===== src/rtl/hazard_forward_unit.sv =====
// ---------------------------------------------------------------------------
// hazard_forward_unit
//
// Hazard detection and operand-forwarding control for the 4-stage
// (D, EX, MEM, WB) 16-bit core. It looks at the decode-side control and
// register addresses that are about to enter the ID/EX register. From them
// it drives:
//   - the fetch/decode stall lines;
//   - the IF/ID flush;
//   - the ID/EX bubble;
//   - registered forwarding selects that line up with the EX stage.
// The unit keeps its own shadow copy of the write-back info of the
// instructions now in EX and MEM. It also keeps two saturating performance
// counters.
//
// Ports
//   clk, reset      core clock; synchronous active-high reset
//   validD          decode stage holds a real instruction
//   srcAddD1/2      decode source register addresses
//   useSrcD1/2      decode instruction actually reads that source
//   destAddD        decode destination register
//   RegWriteC       decode instruction writes a register
//   MemToRegC       decode instruction is a load
//   branchTakenE    EX resolved a taken branch this cycle
//   stallF, stallD  hold PC / IF/ID register   (combinational)
//   flushD          clear IF/ID register       (combinational)
//   flushC          bubble into ID/EX register (combinational)
//   fwdSelE1/2      EX operand source: 00 regfile, 01 MEM result, 10 WB result
//   stallCount      cycles spent in a load-use stall (saturating)
//   flushCount      cycles with a branch flush (saturating)
//
// Interface timing: this block has no valid/ready handshake. The control
// outputs act in the cycle they are raised. The forwarding selects are valid
// in the cycle after the decode inputs are presented, which is the cycle
// that instruction occupies EX.
// ---------------------------------------------------------------------------
module hazard_forward_unit #(
    parameter int ADDR_W = 4,
    parameter int CNT_W  = 16
) (
    input  logic              clk,
    input  logic              reset,
    input  logic              validD,
    input  logic [ADDR_W-1:0] srcAddD1,
    input  logic [ADDR_W-1:0] srcAddD2,
    input  logic              useSrcD1,
    input  logic              useSrcD2,
    input  logic [ADDR_W-1:0] destAddD,
    input  logic              RegWriteC,
    input  logic              MemToRegC,
    input  logic              branchTakenE,
    output logic              stallF,
    output logic              stallD,
    output logic              flushD,
    output logic              flushC,
    output logic [1:0]        fwdSelE1,
    output logic [1:0]        fwdSelE2,
    output logic [CNT_W-1:0]  stallCount,
    output logic [CNT_W-1:0]  flushCount
);

    // Forwarding select encodings
    localparam logic [1:0] FWD_RF  = 2'b00;
    localparam logic [1:0] FWD_MEM = 2'b01;
    localparam logic [1:0] FWD_WB  = 2'b10;

    localparam logic [CNT_W-1:0] CNT_ONE = {{(CNT_W-1){1'b0}}, 1'b1};
    localparam logic [CNT_W-1:0] CNT_MAX = {CNT_W{1'b1}};

    // -----------------------------------------------------------------------
    // Shadow pipeline state
    // -----------------------------------------------------------------------
    logic              ex_v_q,   ex_v_d;
    logic              ex_rw_q,  ex_rw_d;
    logic              ex_ld_q,  ex_ld_d;
    logic [ADDR_W-1:0] ex_dst_q, ex_dst_d;

    logic              mem_v_q,   mem_v_d;
    logic              mem_rw_q,  mem_rw_d;
    logic [ADDR_W-1:0] mem_dst_q, mem_dst_d;

    logic [1:0]        fwd_sel1_q, fwd_sel1_d;
    logic [1:0]        fwd_sel2_q, fwd_sel2_d;

    logic [CNT_W-1:0]  stall_cnt_q, stall_cnt_d;
    logic [CNT_W-1:0]  flush_cnt_q, flush_cnt_d;

    // -----------------------------------------------------------------------
    // Dependency matches between decode sources and in-flight writers
    // -----------------------------------------------------------------------
    logic match_ex1, match_ex2;
    logic match_mem1, match_mem2;
    logic load_use;

    always_comb begin
        match_ex1  = validD & useSrcD1 & ex_v_q  & ex_rw_q  & (ex_dst_q  == srcAddD1);
        match_ex2  = validD & useSrcD2 & ex_v_q  & ex_rw_q  & (ex_dst_q  == srcAddD2);
        match_mem1 = validD & useSrcD1 & mem_v_q & mem_rw_q & (mem_dst_q == srcAddD1);
        match_mem2 = validD & useSrcD2 & mem_v_q & mem_rw_q & (mem_dst_q == srcAddD2);
        // A load result only exists at the end of MEM. A consumer directly
        // behind a load must therefore wait one cycle.
        load_use   = ex_ld_q & (match_ex1 | match_ex2);
    end

    // -----------------------------------------------------------------------
    // Stall / flush control (combinational, same-cycle effect)
    // -----------------------------------------------------------------------
    always_comb begin
        stallF = 1'b0;
        stallD = 1'b0;
        flushD = 1'b0;
        flushC = 1'b0;
        if (!reset) begin
            if (branchTakenE) begin
                // The wrong-path instruction in D is discarded. Stalling it
                // would be pointless, so the branch wins over load-use.
                flushD = 1'b1;
                flushC = 1'b1;
            end else if (load_use) begin
                stallF = 1'b1;
                stallD = 1'b1;
                flushC = 1'b1;
            end
        end
    end

    // -----------------------------------------------------------------------
    // Next-state: shadow advance, forwarding selects, counters
    // -----------------------------------------------------------------------
    always_comb begin
        // MEM inherits whatever was in EX
        mem_v_d   = ex_v_q;
        mem_rw_d  = ex_rw_q;
        mem_dst_d = ex_dst_q;

        // EX takes the decode instruction. A bubble enters instead when the
        // ID/EX register is being flushed.
        ex_v_d    = validD & ~flushC;
        ex_rw_d   = RegWriteC;
        ex_ld_d   = MemToRegC;
        ex_dst_d  = destAddD;

        // The nearer producer (EX now, MEM next cycle) has priority. A match
        // against a load in EX never reaches here because that stalls and
        // sets flushC.
        fwd_sel1_d = FWD_RF;
        fwd_sel2_d = FWD_RF;
        if (!flushC) begin
            if (match_ex1) begin
                fwd_sel1_d = FWD_MEM;
            end else if (match_mem1) begin
                fwd_sel1_d = FWD_WB;
            end

            if (match_ex2) begin
                fwd_sel2_d = FWD_MEM;
            end else if (match_mem2) begin
                fwd_sel2_d = FWD_WB;
            end
        end

        stall_cnt_d = stall_cnt_q;
        if (load_use && !branchTakenE && (stall_cnt_q != CNT_MAX)) begin
            stall_cnt_d = stall_cnt_q + CNT_ONE;
        end

        flush_cnt_d = flush_cnt_q;
        if (branchTakenE && (flush_cnt_q != CNT_MAX)) begin
            flush_cnt_d = flush_cnt_q + CNT_ONE;
        end
    end

    // -----------------------------------------------------------------------
    // State registers
    // -----------------------------------------------------------------------
    always_ff @(posedge clk) begin
        if (reset) begin
            ex_v_q      <= 1'b0;
            ex_rw_q     <= 1'b0;
            ex_ld_q     <= 1'b0;
            ex_dst_q    <= '0;
            mem_v_q     <= 1'b0;
            mem_rw_q    <= 1'b0;
            mem_dst_q   <= '0;
            fwd_sel1_q  <= FWD_RF;
            fwd_sel2_q  <= FWD_RF;
            stall_cnt_q <= '0;
            flush_cnt_q <= '0;
        end else begin
            ex_v_q      <= ex_v_d;
            ex_rw_q     <= ex_rw_d;
            ex_ld_q     <= ex_ld_d;
            ex_dst_q    <= ex_dst_d;
            mem_v_q     <= mem_v_d;
            mem_rw_q    <= mem_rw_d;
            mem_dst_q   <= mem_dst_d;
            fwd_sel1_q  <= fwd_sel1_d;
            fwd_sel2_q  <= fwd_sel2_d;
            stall_cnt_q <= stall_cnt_d;
            flush_cnt_q <= flush_cnt_d;
        end
    end

    assign fwdSelE1   = fwd_sel1_q;
    assign fwdSelE2   = fwd_sel2_q;
    assign stallCount = stall_cnt_q;
    assign flushCount = flush_cnt_q;

endmodule


===== config.mk =====
export PLATFORM = sky130hd
export DESIGN_NAME = hazard_forward_unit
export DESIGN_NICKNAME = d
export VERILOG_FILES = /design/src/rtl/hazard_forward_unit.sv
export SDC_FILE = /design/constraint.sdc
export NUM_CORES = 1
export LEC_CHECK = 0
export CORE_ASPECT_RATIO = 0.75
export CORE_UTILIZATION = 53
export CTS_CLUSTER_DIAMETER = 40
export CTS_CLUSTER_SIZE = 8
export DETAILED_ROUTE_END_ITERATION = 6
export HOLD_SLACK_MARGIN = 0.1
export PLACE_DENSITY = 0.89
export SLEW_MARGIN = 20
export SYNTH_ARGS = -nofsm -noshare
export SYNTH_HDL_FRONTEND = slang
export SYNTH_SLANG_ARGS = --single-unit

===== constraint.sdc =====
create_clock -name clk -period 7.2 [get_ports clk]
set_input_delay 2.16 -clock clk [delete_from_list [all_inputs] [get_ports clk]]
set_output_delay 2.16 -clock clk [all_outputs]
set_load 0.01 [all_outputs]

==> run metrics, run 1 <==
Rows=20; layout cells sized above 1=around 6.3%; Startpoint Class=input pin; YS warnings=0; MaxCap Viol Count=0; register area share after synthesis=about 40%; Setup CP Type=input pin to primary output; syn_nets=~300; full die area=4884 sq um; GRT Resource Usage Total=24.72%; Finish-stage setup viols=0; DRC=0; final instance area=about 3200 sq um; drt pass-1 iters=4; dpl hpwl=4077 um; Cells after DPL=378; Yosys top cell area share=between 40 and 50%; Fmax=between 150 and 200 MHz; postcts setup bufs=0; Synth area leaders=dfxtp_1 (40%), xnor2_1 (7.5%), a21oi_1 (4.5%); worst slack, placed=around 0.65 ns; cells along the critical path=clkdlybuf4s50_1 > xor2_1 > nor4b_4 > a2bb2o_1 > nand2_1 > nor3_1 > clkdlybuf4s50_1; vias in the first global route=roughly 2,000; slowest CP cell=clkdlybuf4s50_1; DIE WIDTH=approximately 80 um; Area Growth Syn to Fin=29.68%; Main synth FF type=dfxtp_1; wire per inst=about 15 um; Max Fanout on Critical Path=5; CP delay by family, top=buffers and inverters; Ports=60; Max-slew headroom=a little under half; number of synthesized flops with an enable pin=0; CTS Buf Count=5; WHS=around 0.47 ns; DR vias=between 2,000 and 2,500; Power Dens Cells=roughly 170 nW/um^2; mapped cell area=roughly 2400 sq um; Pleak=1.027 nW; crit path DAT=about 4.5 ns; CP bufs+invs=2; Placed Area=about 3000 sq um; root buf cell=clkbuf_8; Die Y=approximately 60 um; Clk pin slew, worst setup/hold paths=around 0.090 ns; IO buf count=approximately 60; Clock Latency Late Sink=approximately 0.30 ns; Clock Sinks=roughly 50; Post-synth ARST share=0%; setup ws final=around 0.57 ns; clk buf depth=2; crit share post-route=just over 90%; commonest non-fill, non-tap cell in the layout=clkdlybuf4s50_1; layout net count=roughly 350; crit path time final=between 6 and 7 ns; total gr overflow=0; CP Capture Type=primary output; First DRT Iteration DRCs=110; post_cts resized=0; Worst-Margin Slew=between 0.8 and 0.9 ns; number of diodes=0; unique cell type count in the Yosys netlist=50; initial antenna violation count=0; via/cell ratio=5.860; most used cell, CP=clkdlybuf4s50_1; Final ANT Viol Nets=0; first-pass GRT wire length=between 9000 and 10,000 um; initial core utilization=57.72%; most frequent cells in the layout=clkdlybuf4s50_1 (59), dfxtp_1 (49), nor2_1 (23), a21oi_1 (22), xnor2_1 (21); status=finished, final reports clean; pin count of the biggest net entering global routing=39; Required @ worst endpoint=about 5.0 ns; htree depth=2; Post-CTS Hold Fix Bufs=0; Syn Area/Cell=approximately 9 sq um; RSZ-0062 raised after global routing=no; Worst path max stage delay=0.60 ns; CTS tree=done; HP Class=flip-flop to flip-flop; Final Skew=about 0.0077 ns; setup TNS=0 ns; final hold viol count=0; Synth area leader=dfxtp_1; Slew Limit Fails=0; core area=4229 sq um; RePlAce Congestion=between 0.8 and 0.9; VDD IR max=0.1157 mV; Gate Count Post-Synth=275; #FFs+latches synth=49; Layout Cells excl Fill=between 300 and 400; WL final=between 5000 and 6000 um
-- synthesized netlist by cell type (3+ instances only) --
cell and n:
or3_1 4, and3_1 4, xor2_1 7, o31ai_1 9
nand3_1 12, nor2_1 23, o21ai_0 3, nand2_1 17
nor4_1 5, buf_6 3, or4_1 8, nor3_1 9
a21oi_1 22, nor4b_1 3, nor2b_1 14, xnor2_1 21
inv_1 7, a2111oi_0 3, clkbuf_1 4, nand4_1 8
dfxtp_1 49, and4_1 5
-- flip-flops by register name, summed over array words and instances (netlist names), 2 cells and up --
signal,count
fwdSelE1,2
flushCount,16
ex_dst_q,4
fwdSelE2,2
mem_dst_q,4
stallCount,16
-- where the power goes --
part | switching (mW) | total, mW | internal, mW
clock network | 0.0899 | 0.228 | 0.138
logic | 0.0208 | 0.0432 | 0.0224
registers | 0.00508 | 0.280 | 0.275
-- cell families after synthesis --
group | share of synthesized area [%]
AND/OR/NAND/NOR | 30.55
XOR/XNOR | 10.05
multiplexers | 1.333
adder cells (fa/ha/maj) | 1.025
AO/OA/AOI/OAI | 12.20
flip-flops | 40.18
buffers and inverters | 4.664
-- worst register-to-register path: cells and delay by family, from the launching register on --
family / cells / cell delay [ns]
AOI/OAI and AO/OA: 1 / 0.56
and+or+nand+nor: 3 / 0.83
DFF: 1 / 0.42
adders and majority gates: 1 / 0.21
muxes: 1 / 0.29
-- through the flow --
| step | util [%] | total power [mW] |
|---|---|---|
| 2_1_floorplan | - | 0.3093 |
| 3_3_place_gp | 71.60 | 0.3279 |
| 3_5_place_dp | 71.60 | 0.3290 |
| 4_1_cts | 74.76 | 0.5556 |
| 5_1_grt | 74.85 | 0.5728 |
| 6_report | 74.85 | 0.5514 |
-- area by class of cell --
class,count,area [sq um]
multi-input combinational,206,1350
tap,55,68.82
inverter,7,26.28
clock inverter,3,65.06
sequential,49,980.9
clock buffer,5,68.82
fill,310,1064
timing repair buffer,61,605.6
-- routing by layer --
metal	vias up	track usage (%)	wire, um
met4	0	8.163	59
met1	1052	32.72	2557
li1	1111	-	-
met5	-	0	0
met3	10	5.263	374
met2	89	40.68	2631
-- worst paths after layout --
| check | depth (start not counted) | end | from | slack (ns) |
|---|---|---|---|---|
| max | 7 | stallF | srcAddD1[0] | 0.57 |
| min | 1 | mem_v_q | ex_v_q | 0.47 |
| max reg2reg | 6 | stallCount[7] | stallCount[0] | 4.77 |
| min reg2reg | 1 | mem_v_q | ex_v_q | 0.47 |
No activity file was read; power rests on OpenSTA's default activity.
==> inputs of run 2 (changes only) <==
CORE_UTILIZATION = 49   (was 53)
PLACE_DENSITY = 0.83   (was 0.89)
clock period = 6.7 ns   (was 7.2 ns; I/O delays follow)
==> run 2 against run 1 <==
Effect of this change:
- sequential cell count is the same
- critical path depth unchanged
- sequential power rose by 7.5%
- clock skew decreased by 0.0053 ns
- clock power down 4%
- register-to-register slack worse by 0.47 ns
- critical path type unchanged
- global-route usage fell by 4.3 points
- wire length is 4.9% lower
- sequential share of layout area rose by 0.11 points
- final cell count grew 0.52%
==> run metrics, run 2 (same netlist as run 1, synthesis figures left out) <==
status=finished, final reports clean; pin count of the biggest net entering global routing=48 (+23%); WHS=0.4761 ns (+0.002110 ns); total gr overflow=0 (unchanged); First DRT Iteration DRCs=118 (+7.3%); Startpoint Class=input pin; drt pass-1 iters=4 (unchanged); layout cells sized above 1=6.344% (unchanged); GRT Resource Usage Total=20.41% (-4.3 points); Setup CP Type=input pin to primary output; RePlAce Congestion=0.9228 (+6.5%); post_cts resized=0 (unchanged); first-pass GRT wire length=8832 um (-5.0%); Flop pwr share=53.3% (+2.5 points); via/cell ratio=5.582 (-4.7%); DIE WIDTH=83.50 um (+3.9%); Max Fanout on Critical Path=5 (unchanged); MaxCap Viol Count=0 (unchanged); Logic pwr share=8.0% (+0.2 points); Clk pin slew, worst setup/hold paths=0.09 ns (about the same); RSZ-0062 raised after global routing=no; Clock Latency Late Sink=0.29 ns (about the same); core area=4624 sq um (+9.3%); crit path time final=between 6 and 7 ns; switching power=0.1233 mW (+6.5%); Die Y=63.13 um (+3.9%); commonest non-fill, non-tap cell in the layout=clkdlybuf4s50_1; CTS Buf Count=5 (unchanged); DRC=0 (unchanged); Final Skew=0.002454 ns (-0.005265 ns); clk buf depth=2 (unchanged); Multi-input gate area=1350 sq um (unchanged); root buf cell=clkbuf_8; Finish-stage setup viols=0 (unchanged); Pint=0.4413 mW (+1.3%); crit share post-route=between 90 and 100%; hold path start=ex_v_q; final instance area=3154 sq um (-0.36%); Worst-Margin Slew=0.8181 ns (+0.01121 ns); Rows=21 (+5.0%); Post-CTS Hold Fix Bufs=0 (unchanged); dpl hpwl=3952 um (-3.1%); VDD IR max=0.1158 mV (about the same); HP Class=flip-flop to flip-flop; switching part of the total=21.84% (+0.84 points); vias in the first global route=1,908 (-6.9%); crit path launch=srcAddD1[0]; Max-slew headroom=45.01% (-0.75 points); Worst path max stage delay=0.59 ns (about the same); Placed Area=3030 sq um (about the same); cells along the critical path=clkdlybuf4s50_1 > xor2_1 > nor4b_4 > a2bb2o_1 > nand2_1 > nor3_1 > clkdlybuf4s50_1; wire per inst=13.79 um (-5.4%); full die area=5271 sq um (+7.9%); crit path DAT=4.25 ns (-0.22 ns); number of diodes=0 (unchanged); DR vias=2,166 (-4.2%); Slew Limit Fails=0 (unchanged); Final ANT Viol Nets=0 (unchanged); fill count=382 (+23%); final hold viol count=0 (unchanged); IO buf count=59 (unchanged); Required @ worst endpoint=4.69 ns (-0.35 ns); setup TNS=0 ns (unchanged); Pwr Total=0.5646 mW (+2.4%); Area Growth Syn to Fin=29.22%; most frequent cells in the layout=clkdlybuf4s50_1 (59), dfxtp_1 (49), nor2_1 (23), a21oi_1 (22), xnor2_1 (21); initial antenna violation count=0 (unchanged); Storage cell area=980.9 sq um (unchanged); htree depth=2 (unchanged); clock share of power=38.6% (-2.7 points); most used cell, CP=clkdlybuf4s50_1; Clock Sinks=49 (unchanged); final core occ=68.21% (-6.6 points); Fmax=159.7 MHz; Pleak=1.016 nW (-1.0%); CTS tree=done; Worst R2R Start=stallCount[1]; CP Capture Type=primary output; layout net count=352 (unchanged); postcts setup bufs=0 (unchanged); Power Dens Cells=179.0 nW/um^2 (+2.8%); Ports=60 (unchanged); slowest CP cell=clkdlybuf4s50_1; initial core utilization=52.79% (-4.9 points); WL final=5349 um (-4.9%)
run 2: changes by cell type in the layout (fill, tap and decap cells not counted):
| cell | previous run | this run |
|---|---|---|
| clkbuf_8 | 5 | 6 |
| clkinvlp_4 | 0 | 1 |
| bufinv_16 | 2 | 1 |
| clkinv_2 | 1 | 0 |
run 2: power by group through the flow:
stage / Clock, mW / Sequential (mW) / Combinational [mW]
4_1_cts: 0.224 / 0.301 / 0.0454
3_5_place_dp: 0 / 0.308 / 0.0452
2_1_floorplan: 0 / 0.307 / 0.0256
3_3_place_gp: 0 / 0.308 / 0.0445
5_1_grt: 0.235 / 0.302 / 0.0487
6_report: 0.218 / 0.301 / 0.0452
run 2: worst paths after layout:
path	end	slack, ns	cells after the start
setup / recovery	stallD	0.44	7
hold reg to reg	mem_v_q	0.48	1
hold / removal	mem_v_q	0.48	1
setup reg to reg	stallCount[7]	4.30	6
run 2: through the flow:
stage	worst slack, ns	instances
2_1_floorplan	1.369	275
3_3_place_gp	0.5738	380
3_5_place_dp	0.4646	380
4_1_cts	0.4632	388
5_1_grt	0.2947	388
6_report	0.4396	388
run 2: layout make-up:
class	count	area share (%)
flip-flops and latches	49	31.10
repair buffers	61	19.20
clock buffers	6	2.618
clock inverters	2	1.190
multi-input cells	206	42.80
inverters	7	0.8330
well taps	57	2.261
run 2: critical path: cells and delay by family:
kind,cells,cell delay (ns)
buffers and inverters,2,1.04
AOI/OAI and AO/OA,1,0.28
xor gates and xnor gates,1,0.20
and+or+nand+nor,3,0.72
run 2: layer usage:
layer / wire length (um) / vias to the layer above / track usage (%)
li1: - / 1114 / -
met1: 2772 / 982 / 30.07
met2: 2304 / 66 / 30.23
met3: 245 / 4 / 4.063
met4: 27 / 0 / 5.720
met5: 0 / - / 0
==> inputs of run 3 (changes only) <==
CAP_MARGIN = 20   (was not set)
==> results of run 3 <==
The final DEF is identical to that of run 2; final timing and power are the same.
